===== src/rtl/ex_muldiv.sv =====
// ex_muldiv: iterative multiply/divide unit with architectural HI/LO registers.
// Multiply uses shift-add and divide uses restoring division, one bit per cycle.
// Both work on operand magnitudes; sign correction is applied in the DONE state.
module ex_muldiv #(
  parameter int WIDTH = 32
) (
  input  logic             clk,
  input  logic             resetn,
  input  logic             in_valid,
  input  logic [2:0]       in_op,
  input  logic [WIDTH-1:0] in_a,
  input  logic [WIDTH-1:0] in_b,
  input  logic             flush,
  output logic             in_ready,
  output logic             busy,
  output logic             done,
  output logic [WIDTH-1:0] hi,
  output logic [WIDTH-1:0] lo
);

  localparam int CW = $clog2(WIDTH) + 1;

  localparam logic [2:0] OP_MULT  = 3'b000;
  localparam logic [2:0] OP_MULTU = 3'b001;
  localparam logic [2:0] OP_DIV   = 3'b010;
  localparam logic [2:0] OP_DIVU  = 3'b011;
  localparam logic [2:0] OP_MTHI  = 3'b100;
  localparam logic [2:0] OP_MTLO  = 3'b101;

  typedef enum logic [1:0] {
    S_IDLE = 2'd0,
    S_RUN  = 2'd1,
    S_DONE = 2'd2
  } state_t;

  state_t           state_r;
  logic [CW-1:0]    cnt_r;
  logic             is_div_r;
  logic             neg_q_r;     // negate product / quotient
  logic             neg_rem_r;   // remainder takes dividend sign
  logic [WIDTH-1:0] a_raw_r;     // original dividend, returned on divide-by-zero
  logic [WIDTH-1:0] opnd_r;      // multiplicand or divisor magnitude
  logic [WIDTH-1:0] work_hi_r;   // product high half / partial remainder
  logic [WIDTH-1:0] work_lo_r;   // multiplier bits / dividend-quotient bits

  logic             accept_s;
  logic             sign_a_s;
  logic             sign_b_s;
  logic [WIDTH-1:0] a_mag_s;
  logic [WIDTH-1:0] b_mag_s;
  logic [WIDTH:0]   mul_sum_s;
  logic [WIDTH:0]   div_shift_s;
  logic [WIDTH:0]   div_diff_s;
  logic [WIDTH-1:0] step_hi_s;
  logic [WIDTH-1:0] step_lo_s;
  logic [2*WIDTH-1:0] prod_neg_s;
  logic [WIDTH-1:0] res_hi_s;
  logic [WIDTH-1:0] res_lo_s;

  // Two's-complement magnitude when neg is set, identity otherwise.
  function automatic logic [WIDTH-1:0] abs_val(input logic [WIDTH-1:0] v, input logic neg);
    logic [WIDTH-1:0] r;
    if (neg) begin
      r = ~v + {{(WIDTH-1){1'b0}}, 1'b1};
    end else begin
      r = v;
    end
    return r;
  endfunction

  // Decode a request and compute operand magnitudes and signs.
  always_comb begin
    accept_s = in_valid & in_ready & ~flush & (in_op[2:1] != 2'b11);
    sign_a_s = ~in_op[2] & ~in_op[0] & in_a[WIDTH-1];
    sign_b_s = ~in_op[2] & ~in_op[0] & in_b[WIDTH-1];
    a_mag_s  = abs_val(in_a, sign_a_s);
    b_mag_s  = abs_val(in_b, sign_b_s);
  end

  // One iteration of shift-add multiply or restoring divide.
  always_comb begin
    mul_sum_s   = {1'b0, work_hi_r} + (work_lo_r[0] ? {1'b0, opnd_r} : {(WIDTH+1){1'b0}});
    div_shift_s = {work_hi_r, work_lo_r[WIDTH-1]};
    div_diff_s  = div_shift_s - {1'b0, opnd_r};
    if (is_div_r) begin
      if (!div_diff_s[WIDTH]) begin
        step_hi_s = div_diff_s[WIDTH-1:0];
        step_lo_s = {work_lo_r[WIDTH-2:0], 1'b1};
      end else begin
        step_hi_s = div_shift_s[WIDTH-1:0];
        step_lo_s = {work_lo_r[WIDTH-2:0], 1'b0};
      end
    end else begin
      step_hi_s = mul_sum_s[WIDTH:1];
      step_lo_s = {mul_sum_s[0], work_lo_r[WIDTH-1:1]};
    end
  end

  // Sign-corrected final result presented while in DONE.
  always_comb begin
    prod_neg_s = -{work_hi_r, work_lo_r};
    if (is_div_r) begin
      if (opnd_r == {WIDTH{1'b0}}) begin
        res_hi_s = a_raw_r;
        res_lo_s = {WIDTH{1'b1}};
      end else begin
        res_hi_s = neg_rem_r ? -work_hi_r : work_hi_r;
        res_lo_s = neg_q_r ? -work_lo_r : work_lo_r;
      end
    end else begin
      if (neg_q_r) begin
        res_hi_s = prod_neg_s[2*WIDTH-1:WIDTH];
        res_lo_s = prod_neg_s[WIDTH-1:0];
      end else begin
        res_hi_s = work_hi_r;
        res_lo_s = work_lo_r;
      end
    end
  end

  // Control FSM, iteration datapath and HI/LO registers with registered status outputs.
  always_ff @(posedge clk or negedge resetn) begin
    if (!resetn) begin
      state_r   <= S_IDLE;
      cnt_r     <= {CW{1'b0}};
      is_div_r  <= 1'b0;
      neg_q_r   <= 1'b0;
      neg_rem_r <= 1'b0;
      a_raw_r   <= {WIDTH{1'b0}};
      opnd_r    <= {WIDTH{1'b0}};
      work_hi_r <= {WIDTH{1'b0}};
      work_lo_r <= {WIDTH{1'b0}};
      hi        <= {WIDTH{1'b0}};
      lo        <= {WIDTH{1'b0}};
      in_ready  <= 1'b1;
      busy      <= 1'b0;
      done      <= 1'b0;
    end else begin
      case (state_r)
        S_IDLE: begin
          done <= 1'b0;
          if (accept_s) begin
            case (in_op)
              OP_MTHI: hi <= in_a;
              OP_MTLO: lo <= in_a;
              OP_MULT, OP_MULTU, OP_DIV, OP_DIVU: begin
                is_div_r  <= in_op[1];
                neg_q_r   <= sign_a_s ^ sign_b_s;
                neg_rem_r <= sign_a_s;
                a_raw_r   <= in_a;
                cnt_r     <= {CW{1'b0}};
                work_hi_r <= {WIDTH{1'b0}};
                if (in_op[1]) begin
                  opnd_r    <= b_mag_s;
                  work_lo_r <= a_mag_s;
                end else begin
                  opnd_r    <= a_mag_s;
                  work_lo_r <= b_mag_s;
                end
                state_r  <= S_RUN;
                in_ready <= 1'b0;
                busy     <= 1'b1;
              end
              default: begin
                state_r <= S_IDLE;
              end
            endcase
          end
        end
        S_RUN: begin
          if (flush) begin
            state_r  <= S_IDLE;
            in_ready <= 1'b1;
            busy     <= 1'b0;
            done     <= 1'b0;
          end else begin
            work_hi_r <= step_hi_s;
            work_lo_r <= step_lo_s;
            cnt_r     <= cnt_r + {{(CW-1){1'b0}}, 1'b1};
            if (cnt_r == CW'(WIDTH - 1)) begin
              state_r <= S_DONE;
              done    <= 1'b1;
            end
          end
        end
        S_DONE: begin
          state_r  <= S_IDLE;
          in_ready <= 1'b1;
          busy     <= 1'b0;
          done     <= 1'b0;
          if (!flush) begin
            hi <= res_hi_s;
            lo <= res_lo_s;
          end
        end
        default: begin
          state_r  <= S_IDLE;
          in_ready <= 1'b1;
          busy     <= 1'b0;
          done     <= 1'b0;
        end
      endcase
    end
  end

endmodule


===== config.mk =====
export PLATFORM = sky130hd
export DESIGN_NAME = ex_muldiv
export DESIGN_NICKNAME = d
export VERILOG_FILES = /design/src/rtl/ex_muldiv.sv
export SDC_FILE = /design/constraint.sdc
export NUM_CORES = 1
export LEC_CHECK = 0
export CORE_AREA = 2 2 173 175
export CTS_CLUSTER_SIZE = 25
export DETAILED_ROUTE_END_ITERATION = 8
export DIE_AREA = 0 0 175 177
export PLACE_DENSITY = 0.81
export SETUP_SLACK_MARGIN = 0.4
export SLEW_MARGIN = 20
export SYNTH_ARGS = -nofsm -noshare
export SYNTH_HDL_FRONTEND = slang
export SYNTH_SLANG_ARGS = --single-unit

===== constraint.sdc =====
create_clock -name clk -period 4.75 [get_ports clk]
set_input_delay 1.425 -clock clk [delete_from_list [all_inputs] [get_ports clk]]
set_output_delay 1.425 -clock clk [all_outputs]
set_load 0.005 [all_outputs]

==> flow_summary.json <==
{
  "slew_violations": 0,
  "synth_most_common_cell": "nand2_1",
  "clockBufferDepth": 3,
  "synth_nets": 2390,
  "dp_hpwl_um": 47500,
  "rows": 63,
  "clk_pin_slew_ns": 0.06,
  "rsz0062_at_grt": "false",
  "crit_path_top_delay_cell": "a221oi_1",
  "dr_total_vias": 18200,
  "clock_latency_ns": 0.56,
  "initialDrtViolationCount": 2723,
  "synthArstFlopShare": 1.00,
  "drive_gt1_frac": 0.0709,
  "cts_buffers": 24,
  "first_pass_iters": 6,
  "r2r_slack_ns": 0.67,
  "outcome": "complete, no violations",
  "fin_crit_sh": 0.859,
  "initial_utilization": 0.588,
  "synth_seq_cells": 206,
  "synth_cell_types": 81,
  "h-tree-depth": 1,
  "arrival_ns": 4.49,
  "routedWlPerCell_um": 23.5,
  "synth_top_area_cell": "dfrtp_1",
  "syn_avg_cell_area_um2": 7.65,
  "yosysSeqAreaShare": 0.300,
  "fin_crit_ns": 4.08,
  "syn_to_final_growth_pct": 16.2,
  "final.setup.tns_ns": 0,
  "synth_top_area_share": 0.298,
  "synthFlopType": "dfrtp_1",
  "area.sequential_mm2": 0.00516,
  "grt_max_degree": 95,
  "place_area_mm2": 0.0191,
  "port-buffer-count": 137,
  "dieArea_mm2": 0.0310,
  "worst_slew_pin_slew_ns": 1.04,
  "path_delay_family": "compound AO/OA/AOI/OAI gates",
  "finalWeightedCongestion": 1.04,
  "overflow": 0,
  "layout.nets": 2465,
  "synth_edf_count": 0,
  "coreArea_mm2": 0.0292,
  "final_area_mm2": 0.0200,
  "yosysWarnings": 0,
  "hold_class": "reg -> reg",
  "cts_hold_buffers": 0,
  "cp_max_fo": 14,
  "multiInputGateArea_mm2": 0.0112,
  "fin_skew_ns": 0.0210,
  "crit_chain": "clkinvlp_4 -> nor2_1 -> ha_1 -> a21o_1 -> a221o_1 -> a211oi_2 -> o211ai_1 -> a221oi_1 -> o221ai_1 -> a311oi_1 -> xor2_1 -> o21ai_0",
  "p_leak_nw": 9.05,
  "cts_root_buf": "clkbuf_16",
  "io_pins": 138,
  "vdd_ir_drop_max_v": 0.000214,
  "nFillCells": 2431,
  "grtUsageTotal": 0.408,
  "via_per_inst": 6.65,
  "cts_tree": "done",
  "cts_resized": 0,
  "synth_area_mm2": 0.0172,
  "synth_area_leaders": "dfrtp_1, o21ai_0, nand2_1, a21oi_1, xnor2_1",
  "synthesis.instances": 2248,
  "layout_setup_ws_ns": 0.671,
  "fmax_mhz": 245,
  "route.detailed.drc": 0,
  "cp.required_ns": 5.16,
  "setup_violations": 0,
  "max_stage_delay_ns": 0.61,
  "slew_headroom": 0.308,
  "startpoint_type": "flop",
  "synth_common_cells": "nand2_1, o21ai_0, nor2_1",
  "endpoint_kind": "flop",
  "hold_violations": 0,
  "place_ws_ns": 0.228,
  "die_h_um": 177,
  "grt_pass1_wl_um": 98000,
  "powerDensity_mw_per_mm2": 215,
  "worstSetupPathType": "reg -> reg",
  "ant_nets": 0,
  "cts_setup_buffers": 0,
  "first_global_vias": 16900,
  "drt-total-wl_um": 64200,
  "clock_sinks": 206,
  "die_x_um": 175,
  "path_buf_inv": 1,
  "maxCapViolations": 0,
  "grt_antenna_before_repair": 0
}
==> power breakdown <==
part | internal [mW] | switching, mW | leakage [nW]
sequential | 1.75 | 0 | 2.77
clock | 1.33 | 0.817 | 0.435
combinational | 0.139 | 0.251 | 5.85
total | 3.23 | 1.07 | 9.05
==> layout make-up <==
class                      count  area share
timing repair buffer         208      0.0971
multi-input combinational   1813       0.562
antenna                        1    0.000125
clock buffer                  32      0.0341
sequential                   206       0.258
inverter                      70      0.0133
tap                          390      0.0244
clock inverter                12      0.0115
==> state kept, by name, summed over array words and instances (netlist names), 2 cells and up <==
name,count
a_raw_r,32
hi,32
lo,32
opnd_r,32
work_hi_r,32
work_lo_r,32
cnt_r,6
state_r,2
==> layer usage <==
metal / vias to the layer above / routed length, µm / GRT usage
li1: 8206 / - / -
met1: 8514 / 25000 / 0.549
met2: 1205 / 27000 / 0.608
met3: 239 / 8100 / 0.0954
met4: 0 / 4080 / 0.222
met5: - / 0 / 0
==> worst min-delay path, stage by stage (launching register included) <==
cell and delay, ns:
dfrtp_1 0.34, nand2_1 0.04, o21ai_0 0.06
==> logic make-up after synthesis <==
family                   synth area share
multiplexers                       0.0421
XOR/XNOR                           0.0998
AND/OR/NAND/NOR                     0.196
adder cells (fa/ha/maj)            0.0525
buffers and inverters              0.0509
AO/OA/AOI/OAI                       0.258
flip-flops                          0.300
==> cells in the final DEF, fill, tap and decap left out, types with 48 or more instances in the layout <==
| master | instances |
|---|---|
| a21oi_1 | 193 |
| xnor2_1 | 110 |
| o21ai_0 | 238 |
| xor2_1 | 86 |
| nor2_1 | 207 |
| inv_1 | 68 |
| buf_4 | 68 |
| clkdlybuf4s50_1 | 135 |
| mux2i_1 | 60 |
| nand2_1 | 304 |
| dfrtp_1 | 204 |
| nor3_1 | 48 |
| ha_1 | 69 |
==> metrics by stage <==
step	hold WS [ns]	power, mW	std cells	util
2_1_floorplan	0.440	1.93	2248	-
3_3_place_gp	0.456	2.15	2687	0.652
3_5_place_dp	0.458	2.16	2687	0.652
4_1_cts	0.473	4.27	2731	0.683
5_1_grt	0.503	4.38	2731	0.683
6_report	0.474	4.30	2732	0.684
==> final timing paths <==
kind	startpoint	endpoint	cells past startpoint
worst min-delay path	lo[13]	lo[13]	2
worst min register to register	lo[13]	lo[13]	2
min in group asynchronous	resetn	work_hi_r[18]	1
worst max-delay path	work_lo_r[0]	work_hi_r[30]	12
worst max register to register	work_lo_r[0]	work_hi_r[30]	12
max in group asynchronous	resetn	hi[28]	2
No activity file was read; power rests on OpenSTA's default activity.
